[src/rtl/byte_packer.sv]
// Packs a W-bit beat stream into little-endian W*N-bit words with a per-lane valid mask.
// A level flush emits a partially filled word; the output port is a registered ready/valid slot.
module byte_packer #(
  parameter int W = 8,
  parameter int N = 4
) (
  input  logic                   clk,
  input  logic                   reset,
  input  logic                   io_in_valid,
  output logic                   io_in_ready,
  input  logic [W-1:0]           io_in_bits,
  input  logic                   io_flush,
  output logic                   io_out_valid,
  input  logic                   io_out_ready,
  output logic [W*N-1:0]         io_out_bits,
  output logic [N-1:0]           io_out_mask,
  output logic [$clog2(N):0]     io_count
);

  localparam int LW = $clog2(N);
  localparam int CW = LW + 1;
  localparam logic [CW-1:0] LAST = CW'(N - 1);

  logic [N-1:0][W-1:0] lane_q;
  logic [N-1:0][W-1:0] word_d;
  logic [N-1:0]        mask_d;
  logic [CW-1:0]       count_q;
  logic                out_valid_q;
  logic [W*N-1:0]      out_bits_q;
  logic [N-1:0]        out_mask_q;

  logic slot_free;
  logic in_fire;
  logic out_fire;
  logic complete;
  logic flush_only;
  logic emit;

  assign slot_free   = !out_valid_q | io_out_ready;
  assign io_in_ready = ((count_q != LAST) & !io_flush) | slot_free;
  assign in_fire     = io_in_valid & io_in_ready;
  assign out_fire    = out_valid_q & io_out_ready;
  // Either completion condition clears the first ready term, so a completing beat implies slot_free.
  assign complete    = in_fire & ((count_q == LAST) | io_flush);
  assign flush_only  = io_flush & !in_fire & (count_q != '0) & slot_free;
  assign emit        = complete | flush_only;

  // Lanes at or above count are stale; only held lanes and the incoming beat reach the word.
  always_comb begin
    word_d = '0;
    mask_d = '0;
    for (int unsigned k = 0; k < N; k++) begin
      if (CW'(k) < count_q) begin
        word_d[k] = lane_q[k];
        mask_d[k] = 1'b1;
      end else if ((CW'(k) == count_q) && in_fire) begin
        word_d[k] = io_in_bits;
        mask_d[k] = 1'b1;
      end
    end
  end

  always_ff @(posedge clk or negedge reset) begin
    if (!reset) begin
      lane_q      <= '0;
      count_q     <= '0;
      out_valid_q <= 1'b0;
      out_bits_q  <= '0;
      out_mask_q  <= '0;
    end else if (emit) begin
      out_bits_q  <= word_d;
      out_mask_q  <= mask_d;
      out_valid_q <= 1'b1;
      count_q     <= '0;
    end else begin
      if (out_fire) begin
        out_valid_q <= 1'b0;
      end
      if (in_fire) begin
        lane_q[count_q[LW-1:0]] <= io_in_bits;
        count_q                 <= count_q + CW'(1);
      end
    end
  end

  assign io_out_valid = out_valid_q;
  assign io_out_bits  = out_bits_q;
  assign io_out_mask  = out_mask_q;
  assign io_count     = count_q;

endmodule

[config.mk]
export PLATFORM = sky130hd
export DESIGN_NAME = byte_packer
export DESIGN_NICKNAME = d
export VERILOG_FILES = /design/src/rtl/byte_packer.sv
export SDC_FILE = /design/constraint.sdc
export NUM_CORES = 1
export LEC_CHECK = 0
export ABC_AREA = 1
export CORE_MARGIN = 1
export CORE_UTILIZATION = 45
export CTS_BUF_LIST = sky130_fd_sc_hd__clkbuf_8
export CTS_CLUSTER_SIZE = 10
export DETAILED_ROUTE_END_ITERATION = 10
export PLACE_DENSITY = 0.65
export SYNTH_ARGS = -nofsm -noshare
export SYNTH_HDL_FRONTEND = slang
export SYNTH_SLANG_ARGS = --single-unit
[constraint.sdc]
create_clock -name clk -period 2.9 [get_ports clk]
set_clock_uncertainty 0.05 [all_clocks]
set_input_delay 0.87 -clock clk [delete_from_list [all_inputs] [get_ports clk]]
set_output_delay 0.87 -clock clk [all_outputs]
set_load 0.005 [all_outputs]
==> reports/metrics.yaml <==
core-area_sq_mm: 0.00777
cp.arrival_ps: 1830
finalCriticalPeriod_ps: 2750
clkTransAtPathRegs_ps: 70
area_growth_pct: 22.3
required_ps: 1980
power_mw: 3.49
fin_util: 0.572
swShare: 0.336
initial_core_util: 0.467
ios: 54
drt-pass1-iter-count: 4
cts_root_buf: "clkbuf_8"
slew_headroom: 0.576
port_buffers: 53
vias_per_cell: 5.05
fmax_mhz: 364
yosysWarnings: 0
fp.dieArea_sq_mm: 0.00843
post_drt_wl_per_cell_microns: 14.2
drt_iter0_drc: 170
syn_area_per_cell_sq_um: 8.31
status: "completed"
endpoint_kind: "output pin"
overflow: 0
pwr-share-clk: 0.213
final_area_sq_mm: 0.00444
multi_input_area_sq_mm: 0.00153
post_cts_buffers: 0
routed_wirelength_mm: 8.62
synthTopCellsByArea: "dfrtp_1, nand2_1, nand3_1"
power_switching_mw: 1.17
criticalPathCategory: "in2out"
drc: 0
leakage_nw: 2.20
cts_inserted_buffers: 9
combPwrFrac: 0.340
final_cell_mix: "nand2_1, dfrtp_1, clkdlybuf4s50_1"
rows: 32
power_frac_seq: 0.447
ys_seq_area_frac: 0.496
grt_max_degree: 47
dp.cells: 589
place.gp.congestion: 0.849
synth_top_area_share: 0.496
drv_cap: 0
hold_viol_final: 0
worst_pin_slew_ps: 636
clockBufferDepth: 2
syn_area_sq_mm: 0.00363
syn-num-nets: 454
grt_pass1_vias: 3062
final.setup.tns_ps: 0
drv_slew: 0
vdd_drop_max_uv: 321
rsz0062_at_grt: "no"
antenna_found_initial: 0
die_w_microns: 91.8
vias: 3055
ys_seq_elements: 72
grt_pass1_wl_mm: 15.0
antenna_left: 0
cts_tree: "done"
dpl.hpwl_mm: 6.08
setup_viol: 0
min_path_type: "reg2reg"
diodes: 0
post-route-period-util: 0.948
final_common_cell: "nand2_1"
nets: 515
clkSinkCount: 72
instances_no_fill: 605
synth_area_leader_cell: "dfrtp_1"
syn_inst: 437
clk_latency_ps: 340
yosys.cell_types.count: 27
p_int_mw: 2.32
grt_util_all_layers: 0.227
startpoint_type: "input port"
regArea_sq_mm: 0.00180
fp.dieH_microns: 91.8
cp_max_fo: 2
power.density_mw_per_mm2: 786
cts-htree-levels: 3
place_area_sq_mm: 0.00426
n_fill_cell: 728
ctsHoldBuffers: 0
drive_gt1_frac: 0.0994
synthesized netlist by cell type, drive strengths merged:
library cell / n
inv: 32
xor2: 1
ha: 4
nand4: 10
dfrtp: 72
nor2: 31
buf: 19
nand3: 49
o21a: 21
clkbuf: 1
o21bai: 10
o21ai: 15
mux2: 2
nand2: 170
logic make-up after synthesis:
| kind of cell | synth area share |
|---|---|
| and+or+nand+nor | 0.314 |
| DFF | 0.496 |
| buffers and inverters | 0.0824 |
| AOI/OAI and AO/OA | 0.0848 |
| adders and majority gates | 0.0138 |
| muxes | 0.00620 |
| xor gates and xnor gates | 0.00241 |
critical path, stage by stage:
cell and delay [ps]:
clkdlybuf4s50_1 510, inv_2 70, nand2_4 80, nand2_4 40, dlygate4sd2_1 260
per-layer routing:
layer  share of wire  GRT usage
met1            0.46      0.306
met2            0.48      0.366
met5               0          0
met3           0.042     0.0323
met4           0.021     0.0951
state kept, by name (all words and copies together) (netlist names):
signal and cells:
io_count 3, io_out_bits 32, io_out_mask 4, io_out_valid 1
lane_q 32
area by class of cell:
| cell class | instances | area share |
|---|---|---|
| well taps | 102 | 0.0287 |
| inverters | 32 | 0.0276 |
| flip-flops and latches | 72 | 0.406 |
| clock buffers | 10 | 0.0310 |
| multi-input cells | 313 | 0.345 |
| clock inverters | 6 | 0.00986 |
| repair buffers | 70 | 0.152 |
power groups by stage:
stage	Combinational [mW]	Sequential (mW)	Clock (mW)
after floorplan	0.667	1.56	0
after global placement	1.18	1.57	0
after detailed placement	1.20	1.58	0
after CTS	1.20	1.56	0.759
after global routing	1.33	1.61	0.805
final	1.19	1.56	0.742
metrics by stage:
| step | worst slack (ps) | hold WS (ps) |
|---|---|---|
| detailed placement | -83.6 | 430 |
| floorplan | 646 | 414 |
| finish | 151 | 443 |
| CTS | 145 | 449 |
| global route | 121 | 459 |
| global placement | -74.4 | 424 |
path summary, 6_finish.rpt:
kind | depth (start not counted) | slack, ps | start | to
max | 5 | 150 | io_flush | io_in_ready
min | 1 | 440 | lane_q[4]$_DFFE_PN0P_ | lane_q[4]$_DFFE_PN0P_
max reg2reg | 9 | 930 | io_count[0]$_DFFE_PN0P_ | io_out_bits[18]$_DFFE_PN0P_
min reg2reg | 1 | 440 | lane_q[4]$_DFFE_PN0P_ | lane_q[4]$_DFFE_PN0P_
max in group asynchronous | 2 | 1640 | reset | io_out_bits[1]$_DFFE_PN0P_
min in group asynchronous | 1 | 480 | reset | io_out_bits[23]$_DFFE_PN0P_
repair_timing:
action,in CTS,in global routing
resized for setup,2,0
endpoints found under the hold margin,0,0
setup endpoints to repair,1,0
(Power assumes the default switching activity.)
==> variant 1: new RTL, config.mk and constraints unchanged <==
Reset style: synchronous (`reset`), changed in one clocked block.
--- a/src/rtl/byte_packer.sv
+++ b/src/rtl/byte_packer.sv
@@ -62,3 +62,3 @@
 
-  always_ff @(posedge clk or negedge reset) begin
+  always_ff @(posedge clk) begin
     if (!reset) begin
Function: differs if reset is asserted again (counterexample within 4 cycles, from zero or initial values and one cycle with reset low); with reset held inactive, the same outputs for 10 cycles.
==> variant 1 against the original RTL <==
Count of clock-buffer cells in the layout shrank 1; final area decreased by 6.7%; global-route usage is 1.4 points higher; first-iteration DRC count is 25% higher; routed wire length shrank 2.4%; area after synthesis down 10%; register-to-register slack worse by 0.25 ns; sequential cell count stayed put; via count is 5.5% higher; worst setup slack gained 0.0079 ns; cell count grew 2.6%.
Power is not compared: it rests on default switching activity, and its combinational part moved more than twofold at a synthesized area within 25%.
==> variant 1: results (changes against the original RTL) <==
Outcome
  • Status: finished, final reports clean (unchanged)

Placement
  • Buffers on Ports: 53 (unchanged)
  • Instance area at placement: 3965 um2 (was 4260 um2)
  • Placed Cells incl. Taps: 607 (was 589)
  • Dpl hpwl: 5.970 mm (was 6.076 mm)
  • Gp weighted congestion: 0.8419 (was 0.8489)

Finish
  • Inserted Diodes: 0 (unchanged)
  • Final std cells w/o fill: 621 (was 605)
  • Final Util: 59.96% (was 57.17%)
  • Filler instances: 695 (was 728)
  • Nets: 539 (was 515)
  • Layout cells sized above 1: 8.952% (was 9.940%)

Route
  • Post-DR vias/cell: 5.190 (was 5.050)
  • Routed WL: 8.412 mm (was 8.615 mm)
  • Starting DRC count in detailed routing: 212 (was 170)
  • Drt first pass iters: 5 (was 4)

Global routing
  • Antenna violations before repair: 0 (unchanged)
  • GRT Overall Usage: 24.08% (was 22.66%)
  • Largest net degree at the start of global routing: 28 (was 47)
  • Vias in the first global route: 3,014 (was 3,062)
  • First-pass GRT wire length: 14.17 mm (was 14.96 mm)

Synthesis
  • Syn nets: 478 (was 454)
  • Ys flop type: dfxtp_1 (was dfrtp_1)
  • Avg Cell Area, Syn: 7.089 um2 (was 8.309 um2)
  • Synth Area in Compound Gates: 15.31% (was 8.477%)
  • Adder-Cell Fraction of Synth Area: 1.531% (was 1.378%)
  • Multiplexer share of the synthesized area: 0% (was 0.6203%)
  • Synth area leaders: dfxtp_1 44%, nand2_1 11%, a21oi_1 9.2%, nand3_1 6.3%, o21ai_0 6.0% (was dfrtp_1 50%, nand2_1 17%, nand3_1 6.5%, o21a_1 4.3%, inv_1 3.1%)
  • Synth cell types: 24 (was 27)
  • Post-synthesis sequential area ratio: 44.10% (was 49.62%)
  • Synth Area in XOR/XNOR: 0% (was 0.2412%)
  • Asr flop ratio synth: 0% (was 100.0%)
  • Ys Warns: 0 (unchanged)
  • Commonest cells post-synth: 92 x nand2_1, 72 x dfxtp_1, 60 x a21oi_1 (was 165 x nand2_1, 72 x dfrtp_1, 47 x nand3_1)

Worst setup path
  • CP max FO: 2 (unchanged)
  • Slowest stage delay, CP: 0.42 ns (was 0.51 ns)
  • Crit path DAT: 1.82 ns
  • CP max-delay cell: clkdlybuf4s50_1 (unchanged)
  • Reg2Reg Depth: 9 (unchanged)

Power and ir drop
  • VDD IR max: ~0.34 mV
  • Lkg Pwr: approximately 1.7 nW

CTS
  • CTS clk-pin slew, worst paths: 0.08 ns
  • Clk root buf: clkbuf_8 (unchanged)
  • Clk Latency, worst-skew pair: 0.33 ns
  • Htree depth: 3 (unchanged)
  • Max Buffers Root-to-Sink: 2 (unchanged)
  • TritonCTS Buffers: 9 (unchanged)

Timing
  • Worst-Margin Slew: 0.5657 ns (was 0.6363 ns)

Min path
  • Worst hold path type: flop to flop (unchanged)
  • Worst Hold Depth: 2 (was 1)
## variant 1: changes by cell type after synthesis, moves of 6 or more
cell / before / now
o21ai_0: 13 / 39
nand2_1: 165 / 92
a21oi_1: 0 / 60
dfxtp_1: 0 / 72
inv_1: 30 / 39
o21bai_1: 10 / 0
dfrtp_1: 72 / 0
nand3_1: 47 / 41
o21a_1: 21 / 0
nor2_1: 28 / 49
clkbuf_1: 1 / 13
nand4_1: 9 / 24
## variant 1: area by class of cell
class                   instances  share of cell area (%)
multi-input cells             321                   36.98
flip-flops and latches         72                   34.80
well taps                      96                   2.900
inverters                      42                   3.837
clock buffers                   9                   2.991
repair buffers                 76                   17.25
clock inverters                 5                   1.239
## variant 1: path summary, 6_finish.rpt
kind                              startpoint              end  slack [ns]
worst max-delay path            io_out_ready      io_in_ready        0.16
worst min-delay path               lane_q[9]        lane_q[9]        0.40
worst max register to register   io_count[0]  io_out_bits[26]        0.68
worst min register to register     lane_q[9]        lane_q[9]        0.40
## variant 1: critical path, delay by kind of cell
kind | cells | cell delay, ns
buf+inv | 2 | 0.69
simple gates | 2 | 0.27
## variant 1: metrics by stage
stage,total power [W],setup slack [ns]
finish,0.002005,0.1587
global placement,0.001289,-0.06293
detailed placement,0.001291,-0.08723
CTS,0.002018,0.1502
global route,0.002098,0.1035
floorplan,0.001187,0.5736
## variant 1: where the power goes
group          leakage [nW]  switching (W)  total (W)  internal [W]
combinational         0.983       0.000154   0.000248     0.0000941
sequential            0.583      0.0000115    0.00102       0.00101
clock                0.0921       0.000351   0.000733      0.000382
## variant 1: cells by family after synthesis
| logic type | Yosys count |
|---|---|
| flip-flops | 72 |
| AND/OR/NAND/NOR | 217 |
| AO/OA/AOI/OAI | 100 |
| adder cells (fa/ha/maj) | 4 |
| buffers and inverters | 68 |
## variant 1: routing by layer
layer	wire, um	track usage [%]
met5	0	0
met4	144	9.836
met3	414	3.412
met2	4068	40.30
met1	3784	31.25
## variant 1: repair_timing
item                       4_1_cts  5_1_grt
gates resized for setup          2        0
setup endpoints to repair        1        0
buffers inserted                 0        0
==> variant 2: new RTL, same flow settings <==
Made on the original files. Change the parameter `N` from 4 to 2.
--- a/src/rtl/byte_packer.sv
+++ b/src/rtl/byte_packer.sv
@@ -4,3 +4,3 @@
   parameter int W = 8,
-  parameter int N = 4
+  parameter int N = 2
 ) (
Interface: changed (resized io_count, io_out_bits and io_out_mask); port bits go from 54 to 35. No check against the original RTL was run, so the function may have changed too.
==> variant 2 against the original RTL <==
First-iteration DRC count shrank 30%; sequential cell count shrank 35; sequential power shrank 47%; total power shrank 46%; final area shrank 50%; routed wire length shrank 56%; area after synthesis shrank 52%; die area shrank 51%; sequential share of layout area grew 1.2 points; maximum frequency shrank 1.6%; worst setup slack lost 0.045 ns; highest routed layer unchanged.
==> variant 2: results (changes against the original RTL) <==
Power and ir drop
  • Sw Ratio: 32.57% (was 33.55%)
  • P_int: 0.001272 W (was 0.002319 W)
  • VDD IR max: 0.4606 mV (was 0.3214 mV)

Outcome
  • Status: finished, final reports clean (unchanged)

Finish
  • Multi-input gates: 137 (was 313)
  • Multi-input gate share of total cell area: 29.36% (was 34.46%)
  • Layout cells sized above 1: 9.756% (was 9.940%)
  • Non-clk buf share: 17.67% (was 15.24%)
  • Non-Clock Inverter Count: 23 (was 32)
  • Clock network area share: 4.574% (was 4.086%)
  • Filler instances: 342 (was 728)
  • Num sequential: 37 (was 72)
  • Clock buf count: 7 (was 10)
  • Fraction of area in registers: 41.78% (was 40.57%)

Synthesis
  • Synth Area in XOR/XNOR: 0% (was 0.2412%)
  • Post-synthesis sequential area ratio: 53.47% (was 49.62%)
  • Syn nets: 222 (was 454)
  • Synth Area in Compound Gates: 11.13% (was 8.477%)
  • Synth area leaders: dfrtp_1 53%, nand2_1 9.1%, nor2_1 7.2%, o21ai_0 5.2%, inv_1 4.8% (was dfrtp_1 50%, nand2_1 17%, nand3_1 6.5%, o21a_1 4.3%, inv_1 3.1%)
  • Adder-Cell Fraction of Synth Area: 1.445% (was 1.378%)
  • Commonest cells post-synth: 42 x nand2_1, 37 x dfrtp_1, 33 x nor2_1 (was 165 x nand2_1, 72 x dfrtp_1, 47 x nand3_1)

CTS
  • Clk Latency, worst-skew pair: 0.30 ns (was 0.34 ns)
  • TritonCTS Buffers: 5 (was 9)

Placement
  • Gp weighted congestion: 0.8065 (was 0.8489)
  • Buffers on Ports: 34 (was 53)
  • Dpl hpwl: 2.563 mm (was 6.076 mm)

Timing
  • Worst-Margin Slew: 0.5246 ns (was 0.6363 ns)

Worst setup path
  • Reg2Reg Depth: 8 (was 9)
  • Crit path DAT: 1.87 ns (was 1.83 ns)
  • Worst r2r src: io_count[1] (was io_count[0])
  • Worst reg2reg endpoint: io_out_bits[11] (was io_out_bits[18])
  • Slowest stage delay, CP: 0.49 ns (was 0.51 ns)

Route
  • Drt wl/cell: 12.87 um (was 14.24 um)
  • Starting DRC count in detailed routing: 119 (was 170)
  • Routed WL: 3.785 mm (was 8.615 mm)

Min path
  • Hold Path Sink: io_out_bits[15] (was lane_q[4])
  • Worst Hold Depth: 2 (was 1)

Global routing
  • Met1 Use GR: 28.29% (was 30.61%)
  • Met3 GRT Util: 6.250% (was 3.234%)
  • Vias in the first global route: 1,419 (was 3,062)
  • Met2 usage: 32.71% (was 36.59%)
  • Largest net degree at the start of global routing: 38 (was 47)
  • GRT Overall Usage: 21.54% (was 22.66%)
## variant 2: per-stage QoR
stage | setup slack (ns) | area, um2 | hold slack [ns] | util (%) | TNS (ns)
6_report | 0.1058 | 2216 | 0.4340 | 60.07 | 0
5_1_grt | 0.05030 | 2216 | 0.4519 | 60.07 | 0
4_1_cts | 0.1259 | 2216 | 0.4349 | 60.07 | 0
3_5_place_dp | -0.2047 | 2106 | 0.4189 | 57.09 | -0.2047
3_3_place_gp | -0.1965 | 2106 | 0.4089 | 57.09 | -0.1965
2_1_floorplan | 0.6192 | 1732 | 0.4030 | - | 0
## variant 2: routing by layer
metal / vias up / share of wire [%]
met5: - / 0
met4: 0 / 3.0
met3: 10 / 4.4
met2: 36 / 47
met1: 681 / 46
li1: 733 / -
## variant 2: timing repair
item | in CTS | in global routing
setup endpoints to repair | 1 | 0
gates resized for setup | 2 | 0
setup buffers | 1 | 0
